<file path="src/rtl/pa_sysmap_lookup_arb.sv">
// pa_sysmap_lookup_arb: IFU/LSU arbiter for the shared sysmap access port with a 2-stage lookup pipeline and cfg-write fence.
// Define PA_SYSMAP_ARB_LSU_PRIO_EN for fixed LSU priority with an IFU starvation guard; default is round-robin.
module pa_sysmap_lookup_arb #(
   parameter int ADDR_WIDTH = 20,
   parameter int FLG_WIDTH  = 5,
   parameter int STARVE_MAX = 4
) (
   input  logic                  forever_cpuclk,
   input  logic                  cpurst,
   input  logic                  ifu_arb_req,
   input  logic [31:0]           ifu_arb_pa,
   output logic                  arb_ifu_gnt,
   output logic                  arb_ifu_vld,
   output logic [FLG_WIDTH-1:0]  arb_ifu_flg,
   input  logic                  lsu_arb_req,
   input  logic [31:0]           lsu_arb_pa,
   output logic                  arb_lsu_gnt,
   output logic                  arb_lsu_vld,
   output logic [FLG_WIDTH-1:0]  arb_lsu_flg,
   output logic [ADDR_WIDTH-1:0] arb_acc_pa,
   input  logic [FLG_WIDTH-1:0]  acc_arb_flg,
   input  logic                  busif_arb_cfg_req,
   output logic                  arb_busif_cfg_ack
);
   typedef enum logic [1:0] {IDLE, DRAIN, ACK} cfg_st_e;
   cfg_st_e st_q, st_d;
   logic hold, contested, ifu_win, s1_vld_q, s1_lsu_q, s2_vld_q, s2_lsu_q;
   logic [ADDR_WIDTH-1:0] s1_pa_q;
   logic [FLG_WIDTH-1:0] ifu_flg_q, lsu_flg_q;
   logic unused_pa;
   assign unused_pa = ^{ifu_arb_pa[31-ADDR_WIDTH:0], lsu_arb_pa[31-ADDR_WIDTH:0]};
   // A rising cfg_req blocks grants in the same cycle, before the FSM leaves IDLE.
   assign hold      = busif_arb_cfg_req | (st_q != IDLE);
   assign contested = ifu_arb_req & lsu_arb_req & ~hold;
`ifdef PA_SYSMAP_ARB_LSU_PRIO_EN
   logic [3:0] starve_cnt_q;
   assign ifu_win = starve_cnt_q == 4'(STARVE_MAX);
   always_ff @(posedge forever_cpuclk or posedge cpurst)
      if (cpurst) starve_cnt_q <= '0;
      else if (arb_ifu_gnt) starve_cnt_q <= '0;
      else if (contested) starve_cnt_q <= starve_cnt_q + 4'd1;
`else
   logic rr_lsu_q;
   logic [3:0] unused_starve;
   assign unused_starve = 4'(STARVE_MAX);
   assign ifu_win = ~rr_lsu_q;
   always_ff @(posedge forever_cpuclk or posedge cpurst)
      if (cpurst) rr_lsu_q <= 1'b0;
      else if (contested) rr_lsu_q <= ifu_win;
`endif
   assign arb_ifu_gnt = ifu_arb_req & ~hold & (~lsu_arb_req | ifu_win);
   assign arb_lsu_gnt = lsu_arb_req & ~hold & (~ifu_arb_req | ~ifu_win);
   always_comb begin
      st_d = ~busif_arb_cfg_req ? IDLE : ((st_q == ACK) | ~(s1_vld_q | s2_vld_q)) ? ACK : DRAIN;
   end
   always_ff @(posedge forever_cpuclk or posedge cpurst)
      if (cpurst) begin
         st_q      <= IDLE;
         s1_vld_q  <= 1'b0;
         s1_lsu_q  <= 1'b0;
         s1_pa_q   <= '0;
         s2_vld_q  <= 1'b0;
         s2_lsu_q  <= 1'b0;
         ifu_flg_q <= '0;
         lsu_flg_q <= '0;
      end else begin
         st_q     <= st_d;
         s1_vld_q <= arb_ifu_gnt | arb_lsu_gnt;
         s1_lsu_q <= arb_lsu_gnt;
         if (arb_ifu_gnt | arb_lsu_gnt)
            s1_pa_q <= arb_lsu_gnt ? lsu_arb_pa[31 -: ADDR_WIDTH] : ifu_arb_pa[31 -: ADDR_WIDTH];
         s2_vld_q <= s1_vld_q;
         s2_lsu_q <= s1_lsu_q;
         if (s1_vld_q & ~s1_lsu_q) ifu_flg_q <= acc_arb_flg;
         if (s1_vld_q & s1_lsu_q) lsu_flg_q <= acc_arb_flg;
      end
   assign arb_ifu_vld       = s2_vld_q & ~s2_lsu_q;
   assign arb_lsu_vld       = s2_vld_q & s2_lsu_q;
   assign arb_ifu_flg       = ifu_flg_q;
   assign arb_lsu_flg       = lsu_flg_q;
   assign arb_acc_pa        = s1_vld_q ? s1_pa_q : '0;
   assign arb_busif_cfg_ack = st_q == ACK;
endmodule

</file>
<file path="config.mk">
export PLATFORM = sky130hd
export DESIGN_NAME = pa_sysmap_lookup_arb
export DESIGN_NICKNAME = d
export VERILOG_FILES = /design/src/rtl/pa_sysmap_lookup_arb.sv
export SDC_FILE = /design/constraint.sdc
export NUM_CORES = 1
export LEC_CHECK = 0
export BUFFER_PORTS_ARGS = -buffer_cell sky130_fd_sc_hd__buf_2
export CORE_MARGIN = 2
export CORE_UTILIZATION = 25
export DETAILED_ROUTE_END_ITERATION = 10
export PLACE_DENSITY = 0.49
export SLEW_MARGIN = 20
export SYNTH_ARGS = -nofsm -noshare
export SYNTH_HDL_FRONTEND = slang
export SYNTH_SLANG_ARGS = --single-unit
</file>
<file path="constraint.sdc">
create_clock -name forever_cpuclk -period 1.7 [get_ports forever_cpuclk]
set_input_delay 0.255 -clock forever_cpuclk [delete_from_list [all_inputs] [get_ports forever_cpuclk]]
set_output_delay 0.255 -clock forever_cpuclk [all_outputs]
set_load 0.005 [all_outputs]
</file>
==> results of run 1 <==
==> layout make-up <==
cell class	instances	area, sq um	share of cell area (%)
Multi-Input combinational cell	131	855	33.4
Inverter	2	7.51	0.294
Tap cell	96	120	4.70
Timing Repair Buffer	97	547	21.4
Sequential cell	37	926	36.2
Clock buffer	7	96.3	3.77
Clock inverter	1	5.00	0.196
==> synthesized netlist by cell type <==
library cell  number  share of area (%)
mux2_2            10                6.3
nand2_1            1               0.21
nor3_1            21                5.8
dfrtp_1           37                 51
xnor2_1            1               0.49
or3_1              1               0.35
nand3_1           21                5.8
a21boi_0           1               0.42
nor2_1             3               0.63
buf_6              2                1.3
a31oi_1           20                6.9
clkbuf_1          14                2.9
and2_1            22                7.6
or2_4              1               0.49
a21bo_2            1               0.56
inv_1              2               0.42
or4b_4             1               0.76
o21ai_0           21                5.8
nor2b_1            5                1.7
==> stage by stage <==
stage | power (mW) | std cells | area, sq um | hold WS (ns) | util (%)
detailed placement | 2.68 | 360 | 2390 | 0.210 | 34.9
floorplan | 2.13 | 185 | 1800 | 0.375 | -
global route | 3.68 | 371 | 2560 | 0.203 | 37.2
CTS | 3.39 | 371 | 2520 | 0.202 | 36.7
global placement | 2.66 | 360 | 2390 | 0.212 | 34.9
finish | 3.42 | 371 | 2560 | 0.209 | 37.2
==> worst max-delay path, cell delays in order (launching register included) <==
cell and delay, ns:
dfrtp_1 0.38, or4b_4 0.54, or2_4 0.25, inv_2 0.06, buf_6 0.09
==> state kept, by name, summed over array words and instances (netlist names) <==
signal / cells
s2_vld_q: 1
s1_lsu_q: 1
s1_pa_q: 20
s1_vld_q: 1
arb_ifu_flg: 5
rr_lsu_q: 1
arb_lsu_flg: 5
s2_lsu_q: 1
st_q: 2
==> routing by layer <==
layer	wire length, um	vias to the layer above	global-route usage (%)	part of all wire, %
li1	-	847	-	-
met1	2550	853	18.3	45
met2	2700	65	25.7	48
met3	315	6	3.45	5.6
met4	84	0	5.92	1.5
met5	0	-	0	0
==> power by group <==
group          switching [mW]  total, mW  internal (mW)
registers               0.186       1.46           1.28
logic                   0.629       1.27          0.639
clock network           0.319      0.686          0.367
==> timing repair <==
item                                    in CTS  in global routing
hold buffers                                 1                  0
setup buffers                                3                  1
pin swaps                                    4                  0
gates resized for setup                      3                 20
hold endpoints to repair                    11                  0
cloned                                       1                  0
endpoints found under the setup margin       2                 22
==> cell families after synthesis <==
group / count (synthesis) / share of synthesized area, %
AO/OA/AOI/OAI: 43 / 13.8
flip-flops: 37 / 51.4
buffers and inverters: 18 / 4.59
XOR/XNOR: 1 / 0.487
AND/OR/NAND/NOR: 76 / 23.5
multiplexers: 10 / 6.25
==> worst max path at each step <==
stage	to	from	cells after the start	slack, ns
final	arb_lsu_gnt	st_q[0]$_DFF_PP0_	4	-0.16
after global routing	arb_lsu_gnt	st_q[0]$_DFF_PP0_	4	-0.23
after CTS	arb_lsu_gnt	st_q[0]$_DFF_PP0_	4	-0.16
after detailed placement	arb_lsu_gnt	st_q[1]$_DFF_PP0_	4	0.09
after global placement	arb_lsu_gnt	st_q[1]$_DFF_PP0_	4	0.1
after floorplan	arb_lsu_gnt	st_q[1]$_DFF_PP0_	4	0.06
==> reports/metrics.cfg, run 1 <==
[power]
vdd_drop_max_v=0.000346
leakagePower_nw=1.18
p_per_area_nw_per_um2=1340

[timing]
skew_ns=0.00524
rsz0062_at_grt=true
finalSetupTns_ns=-0.254
finalCritPeriodShare_pct=109
tightestPinTransition_ns=0.528
max_freq_mhz=539
hold_violations=0
report.final.slew_viol_count=0
period_needed_ns=1.86
finalSetupViolCount=2
fin_ws_ns=-0.156
slew-limit-headroom_pct=64.8

[floorplanning]
coreArea_sq_um=6870
io_pins=109
die_h_um=88.9
initial_core_util_pct=26.2
dieArea_sq_um=7900
rows=30
die_x_um=88.9

[placement]
place.gp.congestion=0.730
place_hpwl_um=3680
pre_cts_slack_ns=0.0890
port_buffers=84

[global_route]
overflow=0
grt_pass1_wl_um=8800
antenna_found_initial=0
grt_pass1_vias=1789
grt_max_degree=23
grt_usage_pct=15.0

[finish]
final_cell_mix=83 x buf_2, 37 x dfrtp_1, 22 x and2_1
drive_above_1_share_pct=46.5
layout_commonest_cell=buf_2
n_antenna_cell=0
area_growth_pct=42.0
final_nets=348
fillers=760

[clock_network]
clk_latency_ns=0.29
cts_sinks=37
cts_tree=done
cts_made_buffers=5
cts-root-buf=clkbuf_8
path_clk_slew_ns=0.07
cts_buffer_depth=2
htreeDepth=2

[outcome]
violations=setup timing
status=finished, violations left

[flow_run]
maxCapViolCount=0

[worst_setup_path]
crit_required_ns=1.44
path_class=reg2out
reg2reg_from=st_q[0]$_DFF_PP0_
end_kind=output pin
r2r_slack_ns=0.05
arrival_ns=1.60
timing.rr.end=s1_pa_q[6]$_DFFE_PP0P_
startpoint_type=register
r2r_cells=4
path_max_fanout=2

[yosys]
synth_fp_nets=259
ys_seq_elements=37
yosysSeqAreaShare_pct=51.4
postSynthAreaPerCell_sq_um=9.73
yosysWarnings=0
ys_types=19
synthCells=185
syn_area_sq_um=1800

[worst_hold_path]
holdCritPathClass=in2reg
hold_depth=2
holdPathEnd=arb_lsu_flg[2]$_DFFE_PP0P_
hold_start=acc_arb_flg[2]

[route]
drt_iter0_markers=50
postRouteAntennaNets=0
avgViaCountPerCell=4.77
wirelength_um=5650
drtPass1Iterations=5
drc=0
wire_per_inst_um=15.2
route.vias.total=1771

Power figures use the tool's default switching activity.
==> inputs of run 2 (changes only) <==
--- a/config.mk
+++ b/config.mk
@@ -6,10 +6,11 @@
 export NUM_CORES = 1
 export LEC_CHECK = 0
 export BUFFER_PORTS_ARGS = -buffer_cell sky130_fd_sc_hd__buf_2
-export CORE_MARGIN = 2
+export CORE_MARGIN = 1.5
 export CORE_UTILIZATION = 25
 export DETAILED_ROUTE_END_ITERATION = 10
 export PLACE_DENSITY = 0.49
+export SETUP_SLACK_MARGIN = 0.3
 export SLEW_MARGIN = 20
 export SYNTH_ARGS = -nofsm -noshare
 export SYNTH_HDL_FRONTEND = slang
==> constraint.sdc (replaced) <==
create_clock -name forever_cpuclk -period 1.9 [get_ports forever_cpuclk]
set_input_delay 0.285 -clock forever_cpuclk [delete_from_list [all_inputs] [get_ports forever_cpuclk]]
set_output_delay 0.285 -clock forever_cpuclk [all_outputs]
set_load 0.005 [all_outputs]
==> reports/metrics.cfg, run 2 (synthesis gave the netlist of run 1 again) <==
[placement]
place_hpwl_um=3630  ; -1.3%
port_buffers=84  ; unchanged
place.gp.congestion=0.745  ; +2.1%
dp_cells=358  ; -0.56%
dpl_cell_area_sq_um=2340  ; -2.2%

[clock_network]
htreeDepth=2  ; unchanged
cts-root-buf=clkbuf_8
cts_made_buffers=5  ; unchanged
path_clk_slew_ns=0.08  ; about the same
cts_buffer_depth=2  ; unchanged
cts_tree=done
clk_latency_ns=0.29  ; about the same
cts_sinks=37  ; unchanged
hold_buffers=0  ; -1

[timing]
finalCritPeriodShare_pct=99.1
finalSetupViolCount=0  ; -2
period_needed_ns=1.88
hold_violations=18  ; +18
slew-limit-headroom_pct=62.8  ; -2.0 points
max_freq_mhz=531
report.final.slew_viol_count=0  ; unchanged
tightestPinTransition_ns=0.558  ; +0.0299 ns
skew_ns=0.00572  ; +0.000483 ns
hold_slack_ns=-0.0154  ; -0.224 ns
rsz0062_at_grt=true

[floorplanning]
rows=30  ; unchanged
io_pins=109  ; unchanged
die_x_um=87.9  ; -1.1%
coreArea_sq_um=6870  ; unchanged
die_h_um=87.9  ; -1.1%
initial_core_util_pct=26.2  ; unchanged
dieArea_sq_um=7720  ; -2.2%

[worst_setup_path]
startpoint_type=register
arrival_ns=1.60  ; about the same
path_max_fanout=2  ; unchanged
crit_required_ns=1.62  ; +0.18 ns
path_class=reg2out
end_kind=output pin

[route]
wirelength_um=6030  ; +6.8%
route.vias.total=1794  ; +1.3%
drtPass1Iterations=4  ; -1
wire_per_inst_um=16.1  ; +5.6%
avgViaCountPerCell=4.78  ; +0.22%
drc=0  ; unchanged
drt_iter0_markers=77  ; +54%
postRouteAntennaNets=0  ; unchanged

[flow_run]
maxCapViolCount=0  ; unchanged

[finish]
largest_register_ffs=20  ; unchanged
layout_commonest_cell=buf_2
final_cell_mix=83 x buf_2, 37 x dfrtp_1, 22 x and2_1
postLayoutCellArea_sq_um=2650  ; +3.7%
top_register=s1_pa_q
drive_above_1_share_pct=52.7  ; +6.1 points
layout.cells.non_filler=375  ; +1.1%
area_growth_pct=47.2
final_nets=352  ; +1.1%
n_antenna_cell=0  ; unchanged

[power]
leakagePower_nw=1.21  ; +2.5%
p_per_area_nw_per_um2=1160  ; -13%
vdd_drop_max_v=0.000410  ; +19%

[global_route]
antenna_found_initial=0  ; unchanged
overflow=0  ; unchanged
grt_pass1_wl_um=9240  ; +4.9%
grt_max_degree=23  ; unchanged
grt_usage_pct=15.7  ; +0.67 points
grt_pass1_vias=1839  ; +2.8%

[outcome]
status=finished, violations left
violations=hold timing

[worst_hold_path]
holdCritPathClass=in2async

run 2: stage by stage:
step / setup slack, ns / power (mW) / setup TNS, ns / utilization [%]
4_1_cts: 0.00239 / 3.04 / 0 / 37.0
3_5_place_dp: 0.197 / 2.37 / 0 / 34.1
5_1_grt: -0.0374 / 3.32 / -0.0388 / 38.6
3_3_place_gp: 0.228 / 2.34 / 0 / 34.1
2_1_floorplan: 0.279 / 1.90 / 0 / -
6_report: 0.0165 / 3.09 / 0 / 38.6
run 2: worst paths after layout:
kind | from | to | slack, ns | depth (start not counted)
max | st_q[0]$_DFF_PP0_ | arb_lsu_gnt | 0.02 | 4
max in group asynchronous | cpurst | s1_pa_q[2]$_DFFE_PP0P_ | 1.39 | 3
min reg2reg | s1_lsu_q$_DFF_PP0_ | s2_lsu_q$_DFF_PP0_ | 0.40 | 0
max reg2reg | st_q[0]$_DFF_PP0_ | s1_pa_q[6]$_DFFE_PP0P_ | 0.23 | 7
min | cpurst | s1_pa_q[5]$_DFFE_PP0P_ | -0.02 | 2
min in group forever_cpuclk | acc_arb_flg[0] | arb_lsu_flg[0]$_DFFE_PP0P_ | 0.24 | 2
run 2: critical path, cell delays in order, from the launching register on:
cell	delay [ns]
dfrtp_1	0.39
or4b_4	0.52
or2_4	0.25
inv_2	0.06
buf_6	0.09
run 2: power breakdown:
part	switching, mW	total [mW]	internal (mW)	leakage, nW
logic	0.587	1.20	0.618	0.722
registers	0.184	1.33	1.14	0.440
clock network	0.301	0.555	0.253	0.0439
run 2: final cells by class:
cell class | instances | area (sq um)
timing repair buffer | 102 | 612
clock inverter | 3 | 17.5
fill | 741 | 4220
tap | 96 | 120
sequential | 37 | 926
inverter | 2 | 7.51
multi-input combinational | 130 | 898
clock buffer | 5 | 68.8
run 2: repair_timing:
action                                  4_1_cts  5_1_grt
gates cloned                                  1        2
endpoints found under the setup margin       22       32
setup buffers                                 6        0
pin swaps                                    11        5
gates resized for setup                      18       34
run 2: layer usage:
layer	share of wire (%)	global-route usage, %
met1	44	19.7
met2	51	27.1
met3	4.6	3.20
met4	1.1	4.62
met5	0	0
